--- src/rtl/ghostbus_pkg.sv ---
// Shared constants for the ghostbus host: default bus widths, FSM state codes
// and the read-latency ceiling.
package ghostbus_pkg;

    localparam int GB_AW      = 12;
    localparam int GB_DW      = 32;
    localparam int RD_LAT_MAX = 15;

    localparam logic [2:0] ST_IDLE    = 3'd0;
    localparam logic [2:0] ST_WR      = 3'd1;
    localparam logic [2:0] ST_RD_ADDR = 3'd2;
    localparam logic [2:0] ST_RD_WAIT = 3'd3;
    localparam logic [2:0] ST_RSP     = 3'd4;

endpackage

--- src/rtl/ghostbus_rd_timer.sv ---
// Loadable down-counter with a registered done flag (count == 0); load wins
// over decrement and the counter never wraps below zero.
module ghostbus_rd_timer
    import ghostbus_pkg::*;
#(
    parameter int W = 4
) (
    input  logic         clk,
    input  logic         rst,
    input  logic         load,
    input  logic [W-1:0] load_val,
    input  logic         dec,
    output logic         done
);

    logic [W-1:0] count_q, count_d;
    logic         done_q, done_d;

    // Next count and its zero flag
    always_comb begin
        count_d = count_q;
        if (load) begin
            count_d = load_val;
        end else if (dec && (count_q != {W{1'b0}})) begin
            count_d = count_q - {{(W-1){1'b0}}, 1'b1};
        end else begin
            count_d = count_q;
        end
        done_d = (count_d == {W{1'b0}});
    end

    // Counter state
    always_ff @(posedge clk or posedge rst) begin
        if (rst) begin
            count_q <= {W{1'b0}};
            done_q  <= 1'b1;
        end else begin
            count_q <= count_d;
            done_q  <= done_d;
        end
    end

    assign done = done_q;

endmodule

--- src/rtl/ghostbus_host.sv ---
// Ghostbus master: turns a request stream into single writes and incrementing
// block reads, returning read beats on a response stream. Define
// GHOSTBUS_HOST_TIMEOUT_EN to add the rsp_err response-stall timeout.
module ghostbus_host
    import ghostbus_pkg::*;
#(
    parameter int AW     = GB_AW,
    parameter int DW     = GB_DW,
    parameter int RD_LAT = 1,
`ifdef GHOSTBUS_HOST_TIMEOUT_EN
    parameter int TO_CYC = 255,
`endif
    parameter int LW     = 8
) (
    input  logic          gb_clk,
    input  logic          gb_rst,
    input  logic          req_valid,
    output logic          req_ready,
    input  logic          req_we,
    input  logic [AW-1:0] req_addr,
    input  logic [DW-1:0] req_wdata,
    input  logic [LW-1:0] req_len,
    output logic          rsp_valid,
    input  logic          rsp_ready,
    output logic [DW-1:0] rsp_data,
    output logic          rsp_last,
    output logic          busy,
    output logic [AW-1:0] gb_addr,
    output logic [DW-1:0] gb_dout,
    output logic          gb_we,
`ifdef GHOSTBUS_HOST_TIMEOUT_EN
    output logic          rsp_err,
`endif
    input  logic [DW-1:0] gb_din
);

`ifdef GHOSTBUS_HOST_TIMEOUT_EN
    localparam int TW = (TO_CYC > RD_LAT_MAX) ? $clog2(TO_CYC + 1) : 4;
    localparam logic [TW-1:0] TO_LOAD = TW'(TO_CYC - 1);
`else
    localparam int TW = 4;
`endif
    // The timer holds cycles still to wait after the current one
    localparam logic [TW-1:0] LAT_LOAD = TW'((RD_LAT > 0) ? RD_LAT - 1 : 0);

    logic [2:0]    state_q, state_d;
    logic [LW-1:0] beats_q, beats_d;
    logic [AW-1:0] gb_addr_q, gb_addr_d;
    logic [DW-1:0] gb_dout_q, gb_dout_d;
    logic [DW-1:0] rsp_data_q, rsp_data_d;
    logic          gb_we_q, gb_we_d;
    logic          req_ready_q, req_ready_d;
    logic          rsp_valid_q, rsp_valid_d;
    logic          rsp_last_q, rsp_last_d;
    logic          busy_q, busy_d;
    logic          rsp_err_q, rsp_err_d;
    logic          req_fire_s, take_s;
    logic          timer_load_s, timer_dec_s, timer_done_s;
    logic [TW-1:0] timer_val_s;

    assign req_fire_s = req_valid & req_ready_q;

    // Transaction sequencing and next values of every registered output
    always_comb begin
        state_d      = state_q;
        beats_d      = beats_q;
        gb_addr_d    = gb_addr_q;
        gb_dout_d    = gb_dout_q;
        rsp_data_d   = rsp_data_q;
        rsp_last_d   = rsp_last_q;
        rsp_err_d    = 1'b0;
        take_s       = 1'b0;
        timer_load_s = 1'b0;
        timer_dec_s  = 1'b0;
        timer_val_s  = {TW{1'b0}};
        case (state_q)
            ST_IDLE: begin
                if (req_fire_s) begin
                    gb_addr_d = req_addr;
                    if (req_we) begin
                        gb_dout_d = req_wdata;
                        state_d   = ST_WR;
                    end else begin
                        beats_d = req_len;
                        state_d = ST_RD_ADDR;
                    end
                end else begin
                    state_d = ST_IDLE;
                end
            end
            ST_WR: begin
                state_d = ST_IDLE;
            end
            ST_RD_ADDR: begin
                if (RD_LAT == 0) begin
                    take_s = 1'b1;
                end else begin
                    timer_load_s = 1'b1;
                    timer_val_s  = LAT_LOAD;
                    state_d      = ST_RD_WAIT;
                end
            end
            ST_RD_WAIT: begin
                if (timer_done_s) begin
                    take_s = 1'b1;
                end else begin
                    timer_dec_s = 1'b1;
                end
            end
            ST_RSP: begin
                if (rsp_ready) begin
                    if (beats_q == {LW{1'b0}}) begin
                        state_d = ST_IDLE;
                    end else begin
                        gb_addr_d = gb_addr_q + {{(AW-1){1'b0}}, 1'b1};
                        beats_d   = beats_q - {{(LW-1){1'b0}}, 1'b1};
                        state_d   = ST_RD_ADDR;
                    end
                end else begin
`ifdef GHOSTBUS_HOST_TIMEOUT_EN
                    if (timer_done_s) begin
                        rsp_err_d = 1'b1;
                        state_d   = ST_IDLE;
                    end else begin
                        timer_dec_s = 1'b1;
                    end
`else
                    state_d = ST_RSP;
`endif
                end
            end
            default: begin
                state_d = ST_IDLE;
            end
        endcase

        // Capture the beat and arm the stall timer on the way into RSP
        if (take_s) begin
            rsp_data_d = gb_din;
            rsp_last_d = (beats_q == {LW{1'b0}});
            state_d    = ST_RSP;
`ifdef GHOSTBUS_HOST_TIMEOUT_EN
            timer_load_s = 1'b1;
            timer_val_s  = TO_LOAD;
`endif
        end else begin
            rsp_data_d = rsp_data_q;
        end

        gb_we_d     = (state_d == ST_WR);
        req_ready_d = (state_d == ST_IDLE);
        rsp_valid_d = (state_d == ST_RSP);
        busy_d      = (state_d != ST_IDLE);
    end

    // State and output registers; reset aborts any transaction at once
    always_ff @(posedge gb_clk or posedge gb_rst) begin
        if (gb_rst) begin
            state_q     <= ST_IDLE;
            beats_q     <= {LW{1'b0}};
            gb_addr_q   <= {AW{1'b0}};
            gb_dout_q   <= {DW{1'b0}};
            rsp_data_q  <= {DW{1'b0}};
            gb_we_q     <= 1'b0;
            req_ready_q <= 1'b0;
            rsp_valid_q <= 1'b0;
            rsp_last_q  <= 1'b0;
            busy_q      <= 1'b0;
            rsp_err_q   <= 1'b0;
        end else begin
            state_q     <= state_d;
            beats_q     <= beats_d;
            gb_addr_q   <= gb_addr_d;
            gb_dout_q   <= gb_dout_d;
            rsp_data_q  <= rsp_data_d;
            gb_we_q     <= gb_we_d;
            req_ready_q <= req_ready_d;
            rsp_valid_q <= rsp_valid_d;
            rsp_last_q  <= rsp_last_d;
            busy_q      <= busy_d;
            rsp_err_q   <= rsp_err_d;
        end
    end

    ghostbus_rd_timer #(
        .W(TW)
    ) u_timer (
        .clk      (gb_clk),
        .rst      (gb_rst),
        .load     (timer_load_s),
        .load_val (timer_val_s),
        .dec      (timer_dec_s),
        .done     (timer_done_s)
    );

    assign req_ready = req_ready_q;
    assign rsp_valid = rsp_valid_q;
    assign rsp_data  = rsp_data_q;
    assign rsp_last  = rsp_last_q;
    assign busy      = busy_q;
    assign gb_addr   = gb_addr_q;
    assign gb_dout   = gb_dout_q;
    assign gb_we     = gb_we_q;
`ifdef GHOSTBUS_HOST_TIMEOUT_EN
    assign rsp_err   = rsp_err_q;
`else
    logic unused_s;
    assign unused_s = rsp_err_q | rsp_err_d;
`endif

endmodule

--- config.mk ---
export PLATFORM = sky130hd
export DESIGN_NAME = ghostbus_host
export DESIGN_NICKNAME = d
export VERILOG_FILES = /design/src/rtl/ghostbus_pkg.sv /design/src/rtl/ghostbus_rd_timer.sv /design/src/rtl/ghostbus_host.sv
export SDC_FILE = /design/constraint.sdc
export NUM_CORES = 1
export LEC_CHECK = 0
export ABC_AREA = 1
export CAP_MARGIN = 20
export CORE_MARGIN = 5
export CORE_UTILIZATION = 48
export DETAILED_ROUTE_END_ITERATION = 12
export GPL_TIMING_DRIVEN = 0
export PLACE_DENSITY = 0.93
export SYNTH_ARGS = -nofsm -noshare
export SYNTH_HDL_FRONTEND = slang
export SYNTH_HIERARCHICAL = 1
export SYNTH_SLANG_ARGS = --single-unit
--- constraint.sdc ---
create_clock -name gb_clk -period 6.5 [get_ports gb_clk]
set_clock_uncertainty 0.05 [all_clocks]
set_input_delay 0.65 -clock gb_clk [delete_from_list [all_inputs] [get_ports gb_clk]]
set_output_delay 0.65 -clock gb_clk [all_outputs]
set_load 0.03 [all_outputs]
==> qor.yml, run 1 <==
status: "finished clean"
cts_buffers: 9
synth_commonest_cells: "317 x nand2_1, 96 x dfrtp_1, 40 x inv_1"
via_per_inst: 4.830
cts-hold-fix-buffers: 0
portBuffers: 169
worst-path-buf-inv: 1
critPathSlowestCell: "clkdlybuf4s50_1"
grt_pass1_vias: 4554
fin_nets: 874
grt_start_max_net_pins: 71
min_path_cells: 2
synth-async-reset-ratio_pct: 100.0
design_area_um2: 6626
cts.clk_slew.worst_paths_ns: 0.11
maxCapViolCount: 0
ys_ff_latch: 97
fin_crit_sh_pct: 34.05
fin_setup_tns_ns: 0
cts_tree: "done"
hold_ws_ns: 0.4374
fin_cells: 915
clockBufferDepth: 2
drive_gt1_share_pct: 7.379
synthFlopType: "dfrtp_1"
hpwl_mm: 10.22
synth_area_leaders: "dfrtp_1 53%, nand2_1 26%, inv_1 3.3%"
synth_area_leader_cell: "dfrtp_1"
clock.fmax_mhz: 451.8
min_from: "rsp_data[27]$_DFFE_PP0P_"
synth_edf_count: 0
p_per_area_nw_per_um2: 475.9
hold_class: "reg2reg"
drv_slew: 0
die-area_um2: 11520
synthCells: 597
grt_first_pass_wirelength_mm: 21.31
hold_viol: 0
drc: 0
grt-ovfl-total: 0
cts_setup_buffers: 0
critPathTopFamily: "buffers and inverters"
rsz0062_at_grt: "no"
r2r_cells: 9
ant_nets: 0
crit_cells: 1
cts-root-buf: "clkbuf_8"
critPathRequiredTime_ns: 5.80
leakagePower_nw: 3.298
path_cells: "clkdlybuf4s50_1"
finalSetupViolCount: 0
period_minus_slack_ns: 2.213
worstPathArrival_ns: 1.51
yosysTopAreaCellShare_pct: 52.85
rrSetupSlack_ns: 4.82
slowest_delay_ns: 0.71
place.gp.congestion: 0.8979
startpoint_type: "register"
num_rows: 35
avgSynthCellArea_um2: 7.614
critPathKind: "reg2out"
dp_cells: 899
cts-htree-levels: 3
area_delta_synth_final_pct: 45.77
cp-end-kind: "output port"
synthesis.area_um2: 4546
grt_use_total_pct: 23.23
crit_fanout: 5
r2r-end: "gb_addr[2]$_DFFE_PP0P_"
hold_path_end: "rsp_data[27]$_DFFE_PP0P_"
postPlaceCellArea_um2: 6440
drt-total-wl_mm: 13.14
drt_iter0_drc: 162
die_h_um: 107.3
die_w_um: 107.3
start_util_pct: 49.19
avgRoutedWirePerCell_um: 14.36
ys_seq_area_share_pct: 53.43
cts_resized: 0
clkSinkCount: 97
num_io_pins: 170
clock_latency_ns: 0.35
yosysWarningCount: 6
core_um2: 9240
synth_cell_types: 30
antenna_found_initial: 0
diodes: 0
via_count: 4419
r2r-start: "beats_q[0]$_DFFE_PP0P_"
yosysMostFrequentCell: "nand2_1"
first_pass_iters: 4
vdd_ir_drop_max_v: 0.0003694
[sequential cells by signal, summed over array words and instances (netlist names), 3 cells and up]
name	count
gb_dout	32
rsp_data	32
gb_addr	12
beats_q	8
u_timer/count_q	4
state_q	3
[how the worst max path moves through the flow]
stage | start | endpoint | slack, ns
after global placement | gb_rst | gb_dout[2]$_DFFE_PP0P_ | 2.03
final | gb_addr[0]$_DFFE_PP0P_ | gb_addr[0] | 4.29
after global routing | gb_addr[9]$_DFFE_PP0P_ | gb_addr[9] | 4.22
after CTS | gb_addr[0]$_DFFE_PP0P_ | gb_addr[0] | 4.27
after floorplan | gb_rst | beats_q[0]$_DFFE_PP0P_ | 3.41
after detailed placement | req_we | gb_dout[6]$_DFFE_PP0P_ | 4.35
[final cells by class]
cell class                      instances  area, µm²
Buffer                                 17      92.59
Clock buffer                           10      137.6
Clock inverter                          6      48.80
Fill cell                             647       2614
Inverter                               47      178.9
Multi-Input combinational cell        439       1859
Sequential cell                        97       2429
Tap cell                              129      161.4
Timing Repair Buffer                  170       1719
[metrics by stage]
step	total power, mW	worst slack [ns]	util, %
5_1_grt	3.370	4.215	71.71
6_report	3.153	4.287	71.71
3_3_place_gp	2.699	2.032	69.37
2_1_floorplan	2.057	3.408	-
3_5_place_dp	2.778	4.353	69.70
4_1_cts	3.171	4.272	71.71
[metal layers]
layer	part of all wire, %	vias to the layer above	GRT usage (%)
li1	-	2176	-
met1	38	2057	26.12
met2	50	159	40.26
met3	9.5	27	8.518
met4	2.6	0	8.584
met5	0	-	0
[logic make-up after synthesis]
family / Yosys count / synth area share [%]
buf+inv: 64 / 5.918
xor+xnor: 2 / 0.3854
other cells: 1 / 0.08250
flops: 97 / 53.43
fa+ha+maj: 4 / 1.101
compound gates: 25 / 2.973
simple gates: 404 / 36.11
[report_power, final]
group | total [mW] | switching (mW) | internal (mW)
Combinational | 1.68 | 1.02 | 0.667
Sequential | 1.09 | 0.209 | 0.879
Clock | 0.381 | 0.227 | 0.155
[cells in the final DEF, fill, tap and decap left out]
cell type,n
nor2_2,4
nand3_1,27
nor2_4,2
clkdlybuf4s50_1,169
nand3_2,1
clkbuf_1,5
o21bai_1,1
nand4_1,4
inv_1,39
inv_8,1
nand2_4,2
conb_1,4
o21ai_0,13
clkbuf_8,10
clkinvlp_4,2
inv_2,7
or2_2,3
nor3_1,1
o21ai_2,2
buf_2,8
buf_16,1
nand3b_2,1
dfstp_2,1
ha_1,4
o21ai_1,5
nand3b_1,1
nand2_2,5
inv_4,1
inv_6,2
buf_6,1
xor2_1,2
buf_4,3
dfrtp_1,96
a21oi_1,4
nor2_1,35
nand2_1,317
or2_0,1
clkinv_2,1
(Power assumes the default switching activity.)
==> run 2: changes to the inputs <==
CORE_UTILIZATION = 40   (was 48)
PLACE_DENSITY = 0.83   (was 0.93)
clock period = 1.9 ns   (was 6.5 ns; I/O delays follow)
==> qor.yml, run 2 (synthesized netlist as in run 1, its figures left out) <==
status: "finished clean"
path_cells: "clkdlybuf4s50_1"
leakagePower_nw: 3.350  # +1.6%
hpwl_mm: 9.475  # -7.3%
maxCapViolCount: 0  # unchanged
fin_nets: 875  # +0.11%
hold_ws_ns: 0.07502  # -0.3624 ns
drive_gt1_share_pct: 7.370  # -0.0094 points
drc: 0  # unchanged
most-common-layout-cells: "317 x nand2_1, 169 x clkdlybuf4s50_1, 96 x dfrtp_1"
ant_nets: 0  # unchanged
clock.fmax_mhz: 572.2
critPathRequiredTime_ns: 1.66  # -4.14 ns
cts.clk_slew.worst_paths_ns: 0.07  # -0.04 ns
r2r-end: "u_timer/done$_DFF_PP1_"
portBuffers: 169  # unchanged
critPathSlowestCell: "clkdlybuf4s50_1"
hold_viol: 0  # unchanged
finalPower_mw: 11.24  # +260%
die_w_um: 116.6  # +8.7%
drt-total-wl_mm: 12.47  # -5.1%
pre_cts_ws_ns: 0.1652  # -4.187 ns
area_delta_synth_final_pct: 49.08
num_rows: 39  # +11%
diodes: 0  # unchanged
critPathKind: "reg2out"
worstMarginPinSlew_ns: 0.5716
period_minus_slack_ns: 1.748
core_um2: 11270  # +22%
fin_setup_tns_ns: 0  # unchanged
slowest_delay_ns: 0.71  # about the same
cts-hold-fix-buffers: 0  # unchanged
clock_latency_ns: 0.34  # about the same
start_util_pct: 40.33  # -8.9 points
r2r-start: "state_q[2]$_DFF_PP0_"
final.setup.worst_slack_ns: 0.1523  # -4.134 ns
multi_input_area_um2: 1859  # unchanged
grt_use_total_pct: 19.10  # -4.1 points
layout_commonest_cell: "nand2_1"
via_count: 4316  # -2.3%
grt_pass1_vias: 4301  # -5.6%
first_pass_iters: 4  # unchanged
crit_fanout: 6  # +1
vdd_ir_drop_max_v: 0.001008  # +170%
startpoint_type: "register"
cts_tree: "done"
nFillCells: 970  # +50%
critPathTopFamily: "buffers and inverters"
grt-ovfl-total: 0  # unchanged
worst-path-buf-inv: 1  # unchanged
num_io_pins: 170  # unchanged
grt_start_max_net_pins: 41  # -42%
p_per_area_nw_per_um2: 1658  # +250%
r2r_cells: 11  # +2
drv_slew: 0  # unchanged
rrSetupSlack_ns: 0.20  # -4.62 ns
relSlewSlack_pct: 61.90
cts-htree-levels: 3  # unchanged
place.gp.congestion: 0.8277  # -7.8%
cts_buffers: 9  # unchanged
die-area_um2: 13600  # +18%
antenna_found_initial: 0  # unchanged
worstPathArrival_ns: 1.51  # about the same
clockBufferDepth: 2  # unchanged
die_h_um: 116.6  # +8.7%
fin_crit_sh_pct: 91.98
cts-root-buf: "clkbuf_16"
cts_resized: 0  # unchanged
cts_setup_buffers: 0  # unchanged
drt_iter0_drc: 288  # +78%
seqCellArea_um2: 2429  # unchanged
grt_first_pass_wirelength_mm: 20.42  # -4.1%
clkSinkCount: 97  # unchanged
cp-end-kind: "output port"
via_per_inst: 4.641  # -3.9%
hold_class: "in2async"
avgRoutedWirePerCell_um: 13.41  # -6.6%
finalSetupViolCount: 0  # unchanged
rsz0062_at_grt: "no"
## run 2: changes by cell type in the layout (fill, tap and decap cells not counted), sizes merged
cell      previous run  this run
buf                 13        14
bufinv               0         1
clkbuf              15        16
clkinvlp             2         3
inv                 50        47
## run 2: metrics by stage
| step | utilization [%] | cell area (µm²) | instances |
|---|---|---|---|
| final | 60.12 | 6777 | 930 |
| after global routing | 60.12 | 6777 | 930 |
| after CTS | 60.12 | 6777 | 930 |
| after detailed placement | 57.41 | 6471 | 914 |
| after global placement | 57.05 | 6431 | 912 |
| after floorplan | - | 4561 | 600 |
## run 2: power by group
group / total [mW] / switching [mW] / internal [mW] / leakage [nW]
Combinational: 5.68 / 3.40 / 2.28 / 2.06
Clock: 1.85 / 0.784 / 1.06 / 0.142
Sequential: 3.71 / 0.692 / 3.01 / 1.15
Total: 11.2 / 4.88 / 6.36 / 3.35
## run 2: worst max path at each step
| stage | cells after the start | startpoint | to |
|---|---|---|---|
| finish | 1 | gb_addr[2]$_DFFE_PP0P_ | gb_addr[2] |
| global route | 11 | state_q[2]$_DFF_PP0_ | u_timer/done$_DFF_PP1_ |
| CTS | 1 | gb_addr[2]$_DFFE_PP0P_ | gb_addr[2] |
| detailed placement | 7 | req_we | gb_dout[10]$_DFFE_PP0P_ |
| global placement | 2 | gb_rst | rsp_data[6]$_DFFE_PP0P_ |
| floorplan | 10 | state_q[2]$_DFF_PP0_ | u_timer/done$_DFF_PP1_ |
## run 2: cell type report
class                           count  share of cell area (%)
Sequential cell                    97                   35.84
Tap cell                          143                   2.640
Multi-Input combinational cell    439                   27.44
Clock buffer                       11                   3.582
Timing Repair Buffer              171                   25.55
Inverter                           47                   2.659
Clock inverter                      5                  0.9232
Buffer                             17                   1.366
## run 2: layer usage
layer | track usage, % | part of all wire, % | up-vias
met5 | 0 | 0 | -
met4 | 6.193 | 1.1 | 0
met3 | 7.927 | 11 | 12
met2 | 31.43 | 48 | 156
met1 | 22.82 | 40 | 1967
li1 | - | - | 2181
## run 2: worst register-to-register path: stages, from the launching register on
cell	delay, ns
dfrtp_1	0.39
inv_2	0.06
nand2_1	0.07
inv_1	0.11
nand2_1	0.06
nor2_1	0.35
nand2_4	0.12
nand2_1	0.09
nand3_1	0.08
nand2_1	0.09
nand3_1	0.10
nor2_2	0.08
